**config.mk**
```make
export PLATFORM = sky130hd
export DESIGN_NAME = trigger_cluster_delay
export DESIGN_NICKNAME = d
export VERILOG_FILES = /design/src/rtl/trigger_pkg.sv /design/src/rtl/cluster_ring_ram.sv /design/src/rtl/trigger_cluster_delay.sv
export SDC_FILE = /design/constraint.sdc
export NUM_CORES = 2
export LEC_CHECK = 0
export BUFFER_PORTS_ARGS = -buffer_cell sky130_fd_sc_hd__buf_2
export CAP_MARGIN = 30
export CORE_MARGIN = 10
export CORE_UTILIZATION = 30
export DETAILED_ROUTE_END_ITERATION = 8
export PLACE_DENSITY = 0.55
export SLEW_MARGIN = 30
export SYNTH_ARGS = -nofsm -noshare
export SYNTH_HDL_FRONTEND = slang
export SYNTH_SLANG_ARGS = --single-unit
```
**constraint.sdc**
```tcl
create_clock -name clk_40 -period 12.65 [get_ports clk_40]
set_input_delay 0 -clock clk_40 [delete_from_list [all_inputs] [get_ports clk_40]]
set_output_delay 0 -clock clk_40 [all_outputs]
set_load 0.005 [all_outputs]
```
**src/rtl/trigger_pkg.sv**
```systemverilog
// Shared definitions for the trigger cluster path: cluster packing, idle
// cluster code, orbit length and the ring-buffer entry layout.
package trigger_pkg;

    localparam int CLUSTER_W     = 14;
    localparam int NCLUSTERS     = 8;
    localparam int CLUSTERS_W    = CLUSTER_W * NCLUSTERS;
    localparam int BXN_W         = 12;
    localparam int MAXBX_DEFAULT = 3563;

    // adr[10:9] == 2'b11 marks a cluster as invalid downstream
    localparam logic [CLUSTER_W-1:0]  IDLE_CLUSTER = 14'h07FF;
    localparam logic [CLUSTERS_W-1:0] IDLE_ALL     = {NCLUSTERS{IDLE_CLUSTER}};

    // One BX worth of data as it travels through the delay ring
    typedef struct packed {
        logic                  ovf;
        logic [BXN_W-1:0]      bxn;
        logic [CLUSTERS_W-1:0] clusters;
    } ring_entry_t;

    function automatic logic cluster_valid(input logic [CLUSTER_W-1:0] c);
        return !(c[10] && c[9]);
    endfunction

endpackage

```
**src/rtl/cluster_ring_ram.sv**
```systemverilog
// Delay ring storage: DEPTH entries, one write port and one registered
// read port, intended to map onto a block RAM.
module cluster_ring_ram
    import trigger_pkg::*;
#(
    parameter int DEPTH = 16,
    parameter int AW    = $clog2(DEPTH)
) (
    input  logic          clk_40,
    input  logic          we,
    input  logic [AW-1:0] wr_addr,
    input  ring_entry_t   wr_data,
    input  logic [AW-1:0] rd_addr,
    output ring_entry_t   rd_data
);

    ring_entry_t mem [DEPTH];

    // Write and synchronous read; contents are never cleared
    always_ff @(posedge clk_40) begin
        if (we) begin
            mem[wr_addr] <= wr_data;
        end
        rd_data <= mem[rd_addr];
    end

endmodule

```
**src/rtl/trigger_cluster_delay.sv**
```systemverilog
// Programmable BX delay for the 8 sorted clusters feeding trigger_links.
// Tags each BX with the free-running bxn, delays it by delay_sel BX through
// a ring buffer (total latency delay_sel + 2), mutes output until the ring
// holds valid data for the selected delay, and stretches overflow.
module trigger_cluster_delay
    import trigger_pkg::*;
#(
    parameter int DEPTH      = 16,
    parameter int MAXBX      = MAXBX_DEFAULT,
    parameter int BX0_OFFSET = 0,
    parameter int OVF_HOLD   = 4
) (
    input  logic                     clk_40,
    input  logic                     reset_i,
    input  logic                     ttc_bx0,
    input  logic [CLUSTERS_W-1:0]    clusters_i,
    input  logic                     overflow_i,
    input  logic [$clog2(DEPTH)-1:0] delay_sel,
    input  logic                     trig_stop,
    output logic [CLUSTERS_W-1:0]    clusters_o,
    output logic [BXN_W-1:0]         bxn_counter,
    output logic                     bx0_o,
    output logic                     overflow_o,
    output logic [3:0]               cluster_count,
    output logic                     bx0_sync_err
);

    localparam int AW     = $clog2(DEPTH);
    localparam int HOLD_W = $clog2(OVF_HOLD + 1);

    localparam logic [BXN_W-1:0]  MAXBX_V     = BXN_W'(MAXBX);
    localparam logic [BXN_W-1:0]  BX0_V       = BXN_W'(BX0_OFFSET);
    localparam logic [AW-1:0]     FILL_MAX    = AW'(DEPTH - 1);
    // The cycle that sees the tag already drives overflow_o high, so the
    // counter only needs to cover the remaining OVF_HOLD-1 cycles.
    localparam logic [HOLD_W-1:0] HOLD_RELOAD = HOLD_W'(OVF_HOLD - 1);

    logic [BXN_W-1:0]      bxn_free_reg;
    ring_entry_t           in_reg;
    ring_entry_t           byp_reg;
    ring_entry_t           ram_q;
    ring_entry_t           rd_entry;
    logic                  byp_sel_reg;
    logic [AW-1:0]         delay_reg;
    logic [AW-1:0]         wr_ptr_reg;
    logic [AW-1:0]         rd_addr;
    logic [AW-1:0]         fill_reg;
    logic [HOLD_W-1:0]     hold_reg;
    logic                  mute_fill;
    logic                  mute_data;
    logic [NCLUSTERS-1:0]  valid_vec;
    logic [3:0]            count_next;
    logic [CLUSTERS_W-1:0] clusters_next;

    // Free-running bxn counter; ttc_bx0 realigns it and flags a misaligned orbit
    always_ff @(posedge clk_40) begin
        if (reset_i) begin
            bxn_free_reg <= '0;
            bx0_sync_err <= 1'b0;
        end else begin
            if (ttc_bx0) begin
                bxn_free_reg <= BX0_V;
                if (bxn_free_reg != MAXBX_V) begin
                    bx0_sync_err <= 1'b1;
                end
            end else if (bxn_free_reg == MAXBX_V) begin
                bxn_free_reg <= '0;
            end else begin
                bxn_free_reg <= bxn_free_reg + 1'b1;
            end
        end
    end

    // Input stage and delay_sel capture; pure data path, so no reset
    always_ff @(posedge clk_40) begin
        in_reg.ovf      <= overflow_i;
        in_reg.bxn      <= bxn_free_reg;
        in_reg.clusters <= clusters_i;
        delay_reg       <= delay_sel;
    end

    // Write pointer advances every BX; fill count restarts on reset or delay change
    always_ff @(posedge clk_40) begin
        if (reset_i) begin
            wr_ptr_reg <= '0;
            fill_reg   <= '0;
        end else begin
            wr_ptr_reg <= wr_ptr_reg + 1'b1;
            if (delay_sel != delay_reg) begin
                fill_reg <= '0;
            end else if (fill_reg != FILL_MAX) begin
                fill_reg <= fill_reg + 1'b1;
            end
        end
    end

    // Zero-delay path skips the RAM, whose read would collide with the write
    always_ff @(posedge clk_40) begin
        byp_reg     <= in_reg;
        byp_sel_reg <= (delay_reg == '0);
    end

    assign rd_addr = wr_ptr_reg - delay_reg;

    cluster_ring_ram #(
        .DEPTH (DEPTH),
        .AW    (AW)
    ) u_ring (
        .clk_40  (clk_40),
        .we      (1'b1),
        .wr_addr (wr_ptr_reg),
        .wr_data (in_reg),
        .rd_addr (rd_addr),
        .rd_data (ram_q)
    );

    assign rd_entry = byp_sel_reg ? byp_reg : ram_q;

    // Mute until delay_sel+1 BX have passed since the last restart. A
    // saturated fill count always releases, so the maximum delay cannot
    // leave the output muted forever.
    assign mute_fill = (fill_reg <= delay_reg) && (fill_reg != FILL_MAX);
    assign mute_data = mute_fill || trig_stop;

    genvar gi;
    generate
        for (gi = 0; gi < NCLUSTERS; gi++) begin : g_cluster
            logic [CLUSTER_W-1:0] c;
            assign c              = rd_entry.clusters[gi*CLUSTER_W +: CLUSTER_W];
            assign valid_vec[gi]  = cluster_valid(c);
            assign clusters_next[gi*CLUSTER_W +: CLUSTER_W] = mute_data ? IDLE_CLUSTER : c;
        end
    endgenerate

    // Number of valid clusters in the BX leaving the ring
    always_comb begin
        count_next = '0;
        for (int i = 0; i < NCLUSTERS; i++) begin
            count_next = count_next + {3'b000, valid_vec[i]};
        end
    end

    // Output registers: clusters, count, tags and stretched overflow move together
    always_ff @(posedge clk_40) begin
        if (reset_i) begin
            clusters_o    <= IDLE_ALL;
            cluster_count <= '0;
            bxn_counter   <= '0;
            bx0_o         <= 1'b0;
            overflow_o    <= 1'b0;
            hold_reg      <= '0;
        end else begin
            clusters_o    <= clusters_next;
            cluster_count <= mute_data ? 4'd0 : count_next;
            bxn_counter   <= rd_entry.bxn;
            bx0_o         <= !mute_fill && (rd_entry.bxn == BX0_V);
            if (rd_entry.ovf) begin
                hold_reg <= HOLD_RELOAD;
            end else if (hold_reg != '0) begin
                hold_reg <= hold_reg - 1'b1;
            end
            overflow_o    <= (rd_entry.ovf || (hold_reg != '0)) && !mute_data;
        end
    end

endmodule

```
==> summary.txt <==
Outcome
  – Status: complete, no violations

Timing
  – Slew at the pin closest to its max-slew limit: 1040 ps
  – Worst slew margin relative to its limit: 0.300
  – Worst Skew: around 76 ps
  – Final total negative setup slack: 0 ps
  – Count of endpoints failing setup in the final report: 0
  – Final hold violation count: 0
  – Timing-limited maximum frequency: roughly 220 MHz
  – Period Utilization, post-route: 0.366
  – Crit path time final: ~4600 ps
  – Final Max Tran Viols: 0
  – RSZ-0062 raised after global routing: no

Clocking
  – Bufs on Longest Clock Path: 4
  – Clock Sinks: approximately 2,500
  – Clock slew at reported path FFs: 60 ps
  – Clock tree from TritonCTS: built
  – Depth of the CTS H-tree: 5
  – Root buffer selected by CTS: sky130_fd_sc_hd__clkbuf_16
  – Clock buffers created by TritonCTS: about 270
  – Clock insertion delay at the later pin of the skew report: approximately 860 ps

Floorplanning
  – Initial core utilization: 0.301
  – Die extent in y: 568 um
  – Number of top-level pins: 252
  – Placeable core region: roughly 0.30 mm2
  – Floorplan die area: approximately 0.32 mm2
  – Die outline width: approximately 570 um
  – Row count: about 200

Route
  – Vias: 42,400
  – Iteration count of the initial detailed-routing pass: 6
  – Routed wl met3: approximately 13,000 um
  – Top Metal Used: met5
  – Number of DRC violations after detailed-routing iteration 0: between 3,000 and 4,000
  – DRC Markers: 0
  – WL final: 233,000 um
  – Detail-routed via count per cell: around 4.8
  – M1 wire length: 104,000 um
  – Post-DRT Antenna Nets: 0
  – Routed length on met2: about 110,000 um
  – WL/cell: ~26 um

Synth
  – Area fraction in compound gates after synthesis: 0.0122
  – Area share of and/or/nand/nor cells after synthesis: 0.00633
  – Ys async rst share: 0
  – Synthesized cell area: between 0.09 and 0.1 mm2
  – Combinational family with the most area after synthesis: multiplexers
  – Fraction of synthesized cell area taken by the top area cell type: 0.666
  – Post-synth EDFFs: approximately 2,000
  – Largest cells by area after synthesis: sky130_fd_sc_hd__edfxtp_1, sky130_fd_sc_hd__mux4_2, sky130_fd_sc_hd__dfxtp_1
  – Sequential area share after synthesis: 0.785
  – Share of synthesized area spent on multiplexers: 0.180
  – Most instantiated cells after synthesis: sky130_fd_sc_hd__edfxtp_1, sky130_fd_sc_hd__dfxtp_1, sky130_fd_sc_hd__mux4_2
  – Most frequently used flop master after synthesis: sky130_fd_sc_hd__edfxtp_1
  – Post-synthesis cell type count: 45
  – Area leader, netlist: sky130_fd_sc_hd__edfxtp_1
  – Share of synthesized cell area in full adder, half adder and majority cells: 0.00361
  – Cell with the most instances after synthesis: sky130_fd_sc_hd__edfxtp_1
  – Mean cell area of the mapped netlist: 22.2 um2
  – Xor/xnor cell area share of the yosys netlist: 0.00204
  – Number of warnings issued by yosys: 0
  – Cell count after synthesis: 4,060
  – Synth Register Bits: ~2,500
  – Syn Nets: ~4,200

Worst setup path
  – Worst Path Class, Setup: reg2reg
  – Startpoint of the worst setup timing path: byp_sel_reg$_DFF_P_
  – Launching point of the worst reg2reg path: byp_sel_reg$_DFF_P_
  – Largest fanout on the critical path: 36
  – Register-to-register path setup slack: 8020 ps
  – Endpoint arrival time on the critical path: between 5000 and 6000 ps
  – CP Data Required Time: about 13,000 ps
  – Type of element launching the critical path: register
  – Endpoint class of the critical path: register

GRT
  – Maximum number of pins on one net before global-route repair: ~140
  – Remaining global-route overflow: 0
  – Global-route wire length before repair: roughly 330,000 um
  – Antenna violations before repair: 29
  – GRT Resource Usage Total: 0.140
  – Vias in the first global route: 44,400

Finish
  – Number of flip-flops under the largest register name: 2,000
  – Final net count: ~4,800
  – Final standard cell count with taps included and fillers excluded: 8,873
  – Relative area change from synthesis to final layout: 19.2%
  – Post-route cell area: roughly 0.11 mm2
  – Top register by number of flip-flops: u_ring.mem
  – Fill cells: 27,500
  – Proportion of layout cells with a drive suffix above 1: 0.254

Hold path
  – Type of the most critical hold path: in2reg
  – Startpoint of the worst hold path: reset_i

Place
  – Final weighted congestion in routability-driven placement: approximately 0.72
  – Number of placed cells counting well taps: between 8,000 and 9,000
  – Count of buffers from port buffering: around 250
  – Post-placement cell area: ~0.096 mm2
  – Detailed placement HPWL: roughly 120,000 um

Run
  – Max-capacitance violation count: 0

Power
  – Power per cell area: approximately 180 mW/mm2
  – Leakage power of the design: around 36 nW
  – Worst IR drop on VDD: 0.000105 V
==> through the flow <==
stage	total power [W]	worst slack, ps	util	hold slack, ps
floorplan	0.0111	2160	-	27.7
global placement	0.0118	7690	0.321	104
detailed placement	0.0118	7700	0.322	104
CTS	0.0195	7640	0.358	135
global route	0.0200	7620	0.359	208
finish	0.0193	8020	0.359	203
==> repair_timing <==
action / CTS / global route
resized for setup: 0 / 0
hold endpoints to repair: 165 / 0
hold buffers: 239 / 0
setup buffers: 0 / 0
==> layer usage <==
layer,track usage,vias to the layer above
met5,0,-
met4,0.0341,8
met3,0.0262,326
met2,0.225,1204
met1,0.195,22900
li1,-,18000
==> worst paths after layout <==
kind                                       to  depth (start not counted)
hold / removal       wr_ptr_reg[0]$_SDFF_PP0_                          3
hold reg to reg           in_reg[122]$_DFF_P_                          0
setup / recovery  cluster_count[2]$_SDFF_PP0_                         14
setup reg to reg  cluster_count[2]$_SDFF_PP0_                         14
==> cell usage in the layout, fill, tap and decap left out, types with 4 or more instances in the layout <==
cell type	count
sky130_fd_sc_hd__a21oi_1	15
sky130_fd_sc_hd__buf_4	65
sky130_fd_sc_hd__buf_2	252
sky130_fd_sc_hd__clkbuf_1	80
sky130_fd_sc_hd__buf_6	5
sky130_fd_sc_hd__clkinvlp_4	4
sky130_fd_sc_hd__mux2i_1	492
sky130_fd_sc_hd__and2_4	9
sky130_fd_sc_hd__bufinv_16	9
sky130_fd_sc_hd__mux4_2	500
sky130_fd_sc_hd__nor2_1	37
sky130_fd_sc_hd__xnor2_1	9
sky130_fd_sc_hd__o211ai_1	88
sky130_fd_sc_hd__clkinv_8	5
sky130_fd_sc_hd__clkbuf_16	278
sky130_fd_sc_hd__dfxtp_1	533
sky130_fd_sc_hd__xor2_1	10
sky130_fd_sc_hd__inv_6	9
sky130_fd_sc_hd__clkinv_1	30
sky130_fd_sc_hd__clkinv_2	35
sky130_fd_sc_hd__and3_4	5
sky130_fd_sc_hd__nand3_1	5
sky130_fd_sc_hd__clkbuf_8	30
sky130_fd_sc_hd__dlygate4sd3_1	239
sky130_fd_sc_hd__nor4_1	5
sky130_fd_sc_hd__nor2b_1	13
sky130_fd_sc_hd__fa_1	4
sky130_fd_sc_hd__a211oi_1	27
sky130_fd_sc_hd__nand4_1	5
sky130_fd_sc_hd__nand2_1	9
sky130_fd_sc_hd__buf_12	14
sky130_fd_sc_hd__ha_1	17
sky130_fd_sc_hd__inv_1	19
sky130_fd_sc_hd__a32o_1	5
sky130_fd_sc_hd__edfxtp_1	2000
==> power breakdown <==
group | total (W) | switching [W] | internal [W]
sequential | 0.00956 | 0.000197 | 0.00936
clock | 0.00763 | 0.00320 | 0.00443
combinational | 0.00207 | 0.00113 | 0.000944
==> cell type report <==
type | count | area (um2) | area share
Tap cell | 3958 | 4950 | 0.0461
Multi-Input combinational cell | 1296 | 18600 | 0.173
Inverter | 19 | 71.3 | 0.000664
Sequential cell | 2534 | 70800 | 0.659
Timing Repair Buffer | 578 | 4560 | 0.0425
Clock buffer | 388 | 7670 | 0.0714
Clock inverter | 98 | 856 | 0.00797
Antenna cell | 2 | 5.00 | 0.0000466
==> worst max-delay path, cell delays in order, from the launching register on <==
cell	delay, ps
sky130_fd_sc_hd__dfxtp_4	800
sky130_fd_sc_hd__buf_4	690
sky130_fd_sc_hd__nor2b_1	140
sky130_fd_sc_hd__a32o_1	280
sky130_fd_sc_hd__fa_1	490
sky130_fd_sc_hd__inv_1	60
sky130_fd_sc_hd__fa_1	480
sky130_fd_sc_hd__inv_1	50
sky130_fd_sc_hd__fa_1	430
sky130_fd_sc_hd__inv_1	60
sky130_fd_sc_hd__ha_1	160
sky130_fd_sc_hd__inv_1	70
sky130_fd_sc_hd__fa_1	430
sky130_fd_sc_hd__xor2_1	160
sky130_fd_sc_hd__a211oi_1	150
==> kinds of logic (layout without fill, tap and decap cells) <==
kind of cell    count (synthesis)  in the layout
fa+ha+maj                      23             23
flops                        2534           2534
mux                           994            994
simple gates                  109            109
xor+xnor                       21             21
other cells                     0              2
compound gates                149            149
buf+inv                       230           1083
(Power assumes the default switching activity.)
